<file path="config.mk">
export PLATFORM = sky130hd
export DESIGN_NAME = writeback_scheduler
export DESIGN_NICKNAME = d
export VERILOG_FILES = /design/src/rtl/writeback_scheduler.sv
export SDC_FILE = /design/constraint.sdc
export NUM_CORES = 1
export LEC_CHECK = 0
export BUFFER_PORTS_ARGS = -buffer_cell sky130_fd_sc_hd__buf_2
export CAP_MARGIN = 5
export CORE_ASPECT_RATIO = 2
export CORE_MARGIN = 2
export CORE_UTILIZATION = 61
export DETAILED_ROUTE_END_ITERATION = 10
export PLACE_DENSITY = 0.78
export SLEW_MARGIN = 20
export SYNTH_ARGS = -nofsm -noshare
export SYNTH_HDL_FRONTEND = slang
export SYNTH_SLANG_ARGS = --single-unit
</file>
<file path="constraint.sdc">
create_clock -name clk -period 3.2 [get_ports clk]
set_input_delay 0.16 -clock clk [delete_from_list [all_inputs] [get_ports clk]]
set_output_delay 0.16 -clock clk [all_outputs]
set_load 0.03 [all_outputs]
</file>
<file path="src/rtl/writeback_scheduler.sv">
// Writeback port scheduler: reserves the shared writeback slot for 1- and 4-cycle ops
// and tracks registers with outstanding multi-cycle results for RAW/WAW interlocks.

module wb_slot #(
    parameter int REG_W = 5
) (
    input  logic             clk,
    input  logic             reset_n,
    input  logic             flush,
    input  logic             load,
    input  logic [REG_W-1:0] load_rd,
    input  logic             shift_vld,
    input  logic [REG_W-1:0] shift_rd,
    output logic             vld,
    output logic [REG_W-1:0] rd
);
    // A load always lands in a slot the shift has just vacated or overwritten.
    always_ff @(posedge clk or negedge reset_n) begin
        if (!reset_n) begin
            vld <= 1'b0;
            rd  <= '0;
        end else if (flush) begin
            vld <= 1'b0;
            rd  <= '0;
        end else if (load) begin
            vld <= 1'b1;
            rd  <= load_rd;
        end else begin
            vld <= shift_vld;
            rd  <= shift_rd;
        end
    end
endmodule

module writeback_scheduler #(
    parameter int REG_W     = 5,
    parameter int MULTI_LAT = 4
) (
    input  logic             clk,
    input  logic             reset_n,
    input  logic             issue_valid_i,
    input  logic             single_cycle_i,
    input  logic             multi_cycle_i,
    input  logic [REG_W-1:0] dest_reg_i,
    input  logic [REG_W-1:0] src_a_i,
    input  logic [REG_W-1:0] src_b_i,
    input  logic [1:0]       src_valid_i,
    input  logic             flush_i,
    output logic             issue_ready_o,
    output logic             wb_valid_o,
    output logic [REG_W-1:0] wb_reg_o,
    output logic             idle_o
);
    localparam int NUM_REGS  = 1 << REG_W;
    localparam int NUM_SLOTS = MULTI_LAT;

    logic [NUM_SLOTS-1:0]            slot_vld;
    logic [NUM_SLOTS-1:0][REG_W-1:0] slot_rd;
    logic [NUM_REGS-1:0]             pending_q, pending_d;
    logic [NUM_REGS-1:0]             wb_onehot, set_onehot, avail;

    logic is_multi, is_single, is_nop;
    logic src_a_ok, src_b_ok, dest_ok;
    logic acc, acc_single, acc_multi;

    // Both class bits set is treated as multi-cycle.
    assign is_multi  = multi_cycle_i;
    assign is_single = single_cycle_i & ~multi_cycle_i;
    assign is_nop    = ~single_cycle_i & ~multi_cycle_i;

    always_comb begin
        wb_onehot = '0;
        if (slot_vld[0]) wb_onehot[slot_rd[0]] = 1'b1;
    end

    // A register being written back this cycle counts as available.
    assign avail    = ~pending_q | wb_onehot;
    assign src_a_ok = ~src_valid_i[0] | avail[src_a_i];
    assign src_b_ok = ~src_valid_i[1] | avail[src_b_i];
    assign dest_ok  = avail[dest_reg_i];

    always_comb begin
        issue_ready_o = 1'b0;
        if (flush_i)
            issue_ready_o = 1'b0;
        else if (is_nop)
            issue_ready_o = 1'b1;
        else
            issue_ready_o = src_a_ok & src_b_ok & dest_ok & (is_multi | ~slot_vld[1]);
    end

    assign acc        = issue_valid_i & issue_ready_o & ~flush_i;
    assign acc_single = acc & is_single;
    assign acc_multi  = acc & is_multi;

    for (genvar i = 0; i < NUM_SLOTS; i++) begin : g_slot
        logic             sh_vld;
        logic [REG_W-1:0] sh_rd;
        logic             ld;
        if (i == NUM_SLOTS-1) begin : g_top
            assign sh_vld = 1'b0;
            assign sh_rd  = '0;
            assign ld     = acc_multi;
        end else if (i == 0) begin : g_bot
            assign sh_vld = slot_vld[i+1];
            assign sh_rd  = slot_rd[i+1];
            assign ld     = acc_single;
        end else begin : g_mid
            assign sh_vld = slot_vld[i+1];
            assign sh_rd  = slot_rd[i+1];
            assign ld     = 1'b0;
        end
        wb_slot #(.REG_W(REG_W)) u_slot (
            .clk       (clk),
            .reset_n   (reset_n),
            .flush     (flush_i),
            .load      (ld),
            .load_rd   (dest_reg_i),
            .shift_vld (sh_vld),
            .shift_rd  (sh_rd),
            .vld       (slot_vld[i]),
            .rd        (slot_rd[i])
        );
    end

    always_comb begin
        set_onehot = '0;
        if (acc_multi) set_onehot[dest_reg_i] = 1'b1;
    end

    // A new reservation on the register retiring this cycle must stay pending.
    always_comb begin
        pending_d = (pending_q & ~wb_onehot) | set_onehot;
        if (flush_i) pending_d = '0;
    end

    always_ff @(posedge clk or negedge reset_n) begin
        if (!reset_n) pending_q <= '0;
        else          pending_q <= pending_d;
    end

    assign wb_valid_o = slot_vld[0];
    assign wb_reg_o   = slot_rd[0];
    assign idle_o     = ~(|slot_vld) & ~(|pending_q);
endmodule
</file>
==> flow_summary.ini <==
[global_route]
overflow = 0
grt_max_degree = 44
grt_use_total_pct = 41.0
grt_pass1_wl_mm = 23.3
grt_pass1_vias = 4116
antenna_found_initial = 0

[synth]
ys_seq_elements = 56
yosysWarnings = 0
netlist.area_leader.share_pct = 33.7
synth_area_leader_cell = dfrtp_1
synth_fp_nets = 479
synth.distinct_cells = 67
async_flop_share_pct = 100
synth_edf_count = 0
synthCells = 456
syn_area_um2 = 4160
synth.most_common_cell = dfrtp_1
ys_top_cells_by_count = 56 x dfrtp_1, 40 x mux2i_1, 25 x nand3_1, 25 x o21ai_1, 23 x o211ai_1
avgSynthCellArea_um2 = 9.13
ys_seq_area_share_pct = 33.7
synthTopCellsByArea = dfrtp_1 34%, mux2i_1 9.6%, o211ai_1 4.1%
ys.flop_type = dfrtp_1

[routing]
avgRoutedWirePerCell_um = 26.4
ant_nets = 0
drc_errors = 0
wl_met2_mm = 7.52
vias = 4253
drt-initial-drc-count = 693
firstDrtPassIters = 6
wl_met3_mm = 1.18
top_layer_used = met4
vias_per_cell = 7.47
m1WireLength_mm = 4.99
wirelength_mm = 15.0

[floorplan]
core_area_um2 = 6620
ios = 31
die_h_um = 121
start_util_pct = 62.8
die_area_um2 = 7540
die_x_um = 62.4
core.rowCount = 42

[sta]
fin_skew_ns = 0.00743
drv_slew = 0
fin_crit_sh_pct = 98.1
worst_pin_slew_ns = 0.953
fin_ws_ns = 0.0623
clock.fmax_ghz = 0.319
hold_viol = 0
whs_ns = 0.00380
fin_setup_tns_ns = 0
period_needed_ns = 3.14
max_slew_margin_pct = 36.5
finalSetupViolCount = 0

[placement]
pre_cts_slack_ns = 0.0879
portBuffers = 30
place_hpwl_mm = 11.0
placed_area_um2 = 4380
gp_congestion = 1.02

[status]
status = finished, final reports clean

[worst_setup_path]
path_cells = nor4bb_4, buf_4, a31oi_1, a21oi_1, nor3b_1, nor4_2, and4_4, buf_12, nor2_1, nor2_1, buf_2
critPathCaptureType = primary output
start_kind = flop
crit_path_top_delay_cell = dfrtp_2
r2r_cells = 13
r2r-end = g_slot[0].u_slot.rd[3]
worst_path_most_repeated_cell = nor2_1
critPathMaxFanout = 16
cp.arrival_ns = 2.98
r2r_slack_ns = 0.13
r2r_start = g_slot[0].u_slot.rd[1]
max_stage_delay_ns = 0.53
required_ns = 3.04
path_buf_inv = 3
crit_type = reg2out
cpLargestDelayFamily = simple AND/OR/NAND/NOR gates

[power_and_ir_drop]
power_leakage_nw = 1.95
pwr_density_cell_nw_per_um2 = 353
max-vdd-ir-drop_mv = 0.622

[min_path]
hold_path.class = in2async

[clock_tree]
htreeDepth = 2
clock_tree.buffer_depth = 2
cts_tree = done
hold_buffers = 0
clkTransAtPathRegs_ns = 0.07
clkLatencyLatePin_ns = 0.30
numCtsBuffers = 5
clock_sinks = 56
cts-root-buf = clkbuf_16

[layout]
num-nets-final = 503
fillers = 538
final_area_um2 = 4740
n_antenna_cell = 0
utilization_pct = 71.6
area_growth_pct = 14.0
post_route_cells_drive_above_1_share_pct = 21.8

[run]
max_cap_viol_count = 0
registers in the layout, summed over array words and instances (netlist names):
| register | flops |
|---|---|
| g_slot.u_slot.rd | 20 |
| g_slot.u_slot.vld | 4 |
| pending_q | 32 |
worst register-to-register path: cells and delay by family, from the launching register on:
family / cells / cell delay (ns)
simple gates: 3 / 0.82
flops: 1 / 0.51
compound gates: 4 / 0.88
buf+inv: 6 / 0.71
final cells by class:
| class | instances | area [um2] | area share, % |
|---|---|---|---|
| clock buffer | 5 | 125 | 2.64 |
| clock inverter | 3 | 68.8 | 1.45 |
| tap | 88 | 110 | 2.32 |
| timing repair buffer | 58 | 373 | 7.86 |
| inverter | 9 | 33.8 | 0.712 |
| sequential | 56 | 1410 | 29.7 |
| multi-input combinational | 350 | 2620 | 55.3 |
cell families (layout without fill, tap and decap cells):
kind of cell | Yosys count | after routing | share of synthesized area, %
and+or+nand+nor | 159 | 159 | 23.7
muxes | 53 | 53 | 14.3
AOI/OAI and AO/OA | 133 | 133 | 21.6
DFF | 56 | 56 | 33.7
buffers and inverters | 50 | 75 | 5.47
xor gates and xnor gates | 5 | 5 | 1.23
worst max-delay path by stage:
stage | depth (start not counted) | start | to
global route | 11 | g_slot[0].u_slot.rd[4] | issue_ready_o
global placement | 10 | g_slot[0].u_slot.vld | issue_ready_o
floorplan | 10 | g_slot[0].u_slot.rd[4] | issue_ready_o
finish | 11 | g_slot[0].u_slot.rd[2] | issue_ready_o
CTS | 11 | g_slot[0].u_slot.rd[0] | issue_ready_o
detailed placement | 9 | g_slot[0].u_slot.vld | pending_q[30]
cell usage in the layout (no fill, tap or decap), types with 13 or more instances in the layout:
cell / count
buf_2: 30
buf_4: 27
dfrtp_1: 50
mux2i_1: 40
nand2_1: 17
nand2b_1: 13
nand3_1: 25
nor2_1: 18
nor2b_1: 18
o211ai_1: 23
o21ai_1: 28
o22ai_1: 13
through the flow:
stage          std cells  power (mW)
5_1_grt              569        1.72
4_1_cts              566        1.67
3_5_place_dp         551       0.961
3_3_place_gp         551       0.958
2_1_floorplan        456       0.878
6_report             569        1.67
report_power, final:
group / switching (mW) / internal [mW]
registers: 0.0110 / 0.715
logic: 0.160 / 0.0772
clock network: 0.260 / 0.451
metal layers:
| metal | global-route usage (%) | vias up |
|---|---|---|
| met5 | 0 | - |
| met4 | 30.4 | 0 |
| met3 | 5.12 | 87 |
| met2 | 70.5 | 329 |
| met1 | 45.9 | 2022 |
| li1 | - | 1815 |
repair_timing:
action                                  in CTS  in global routing
setup buffers                                7                  3
pin swaps                                    2                  4
endpoints found under the setup margin       1                  7
gates resized for setup                     11                 14
Note: power is estimated with default switching activity, not from simulation.
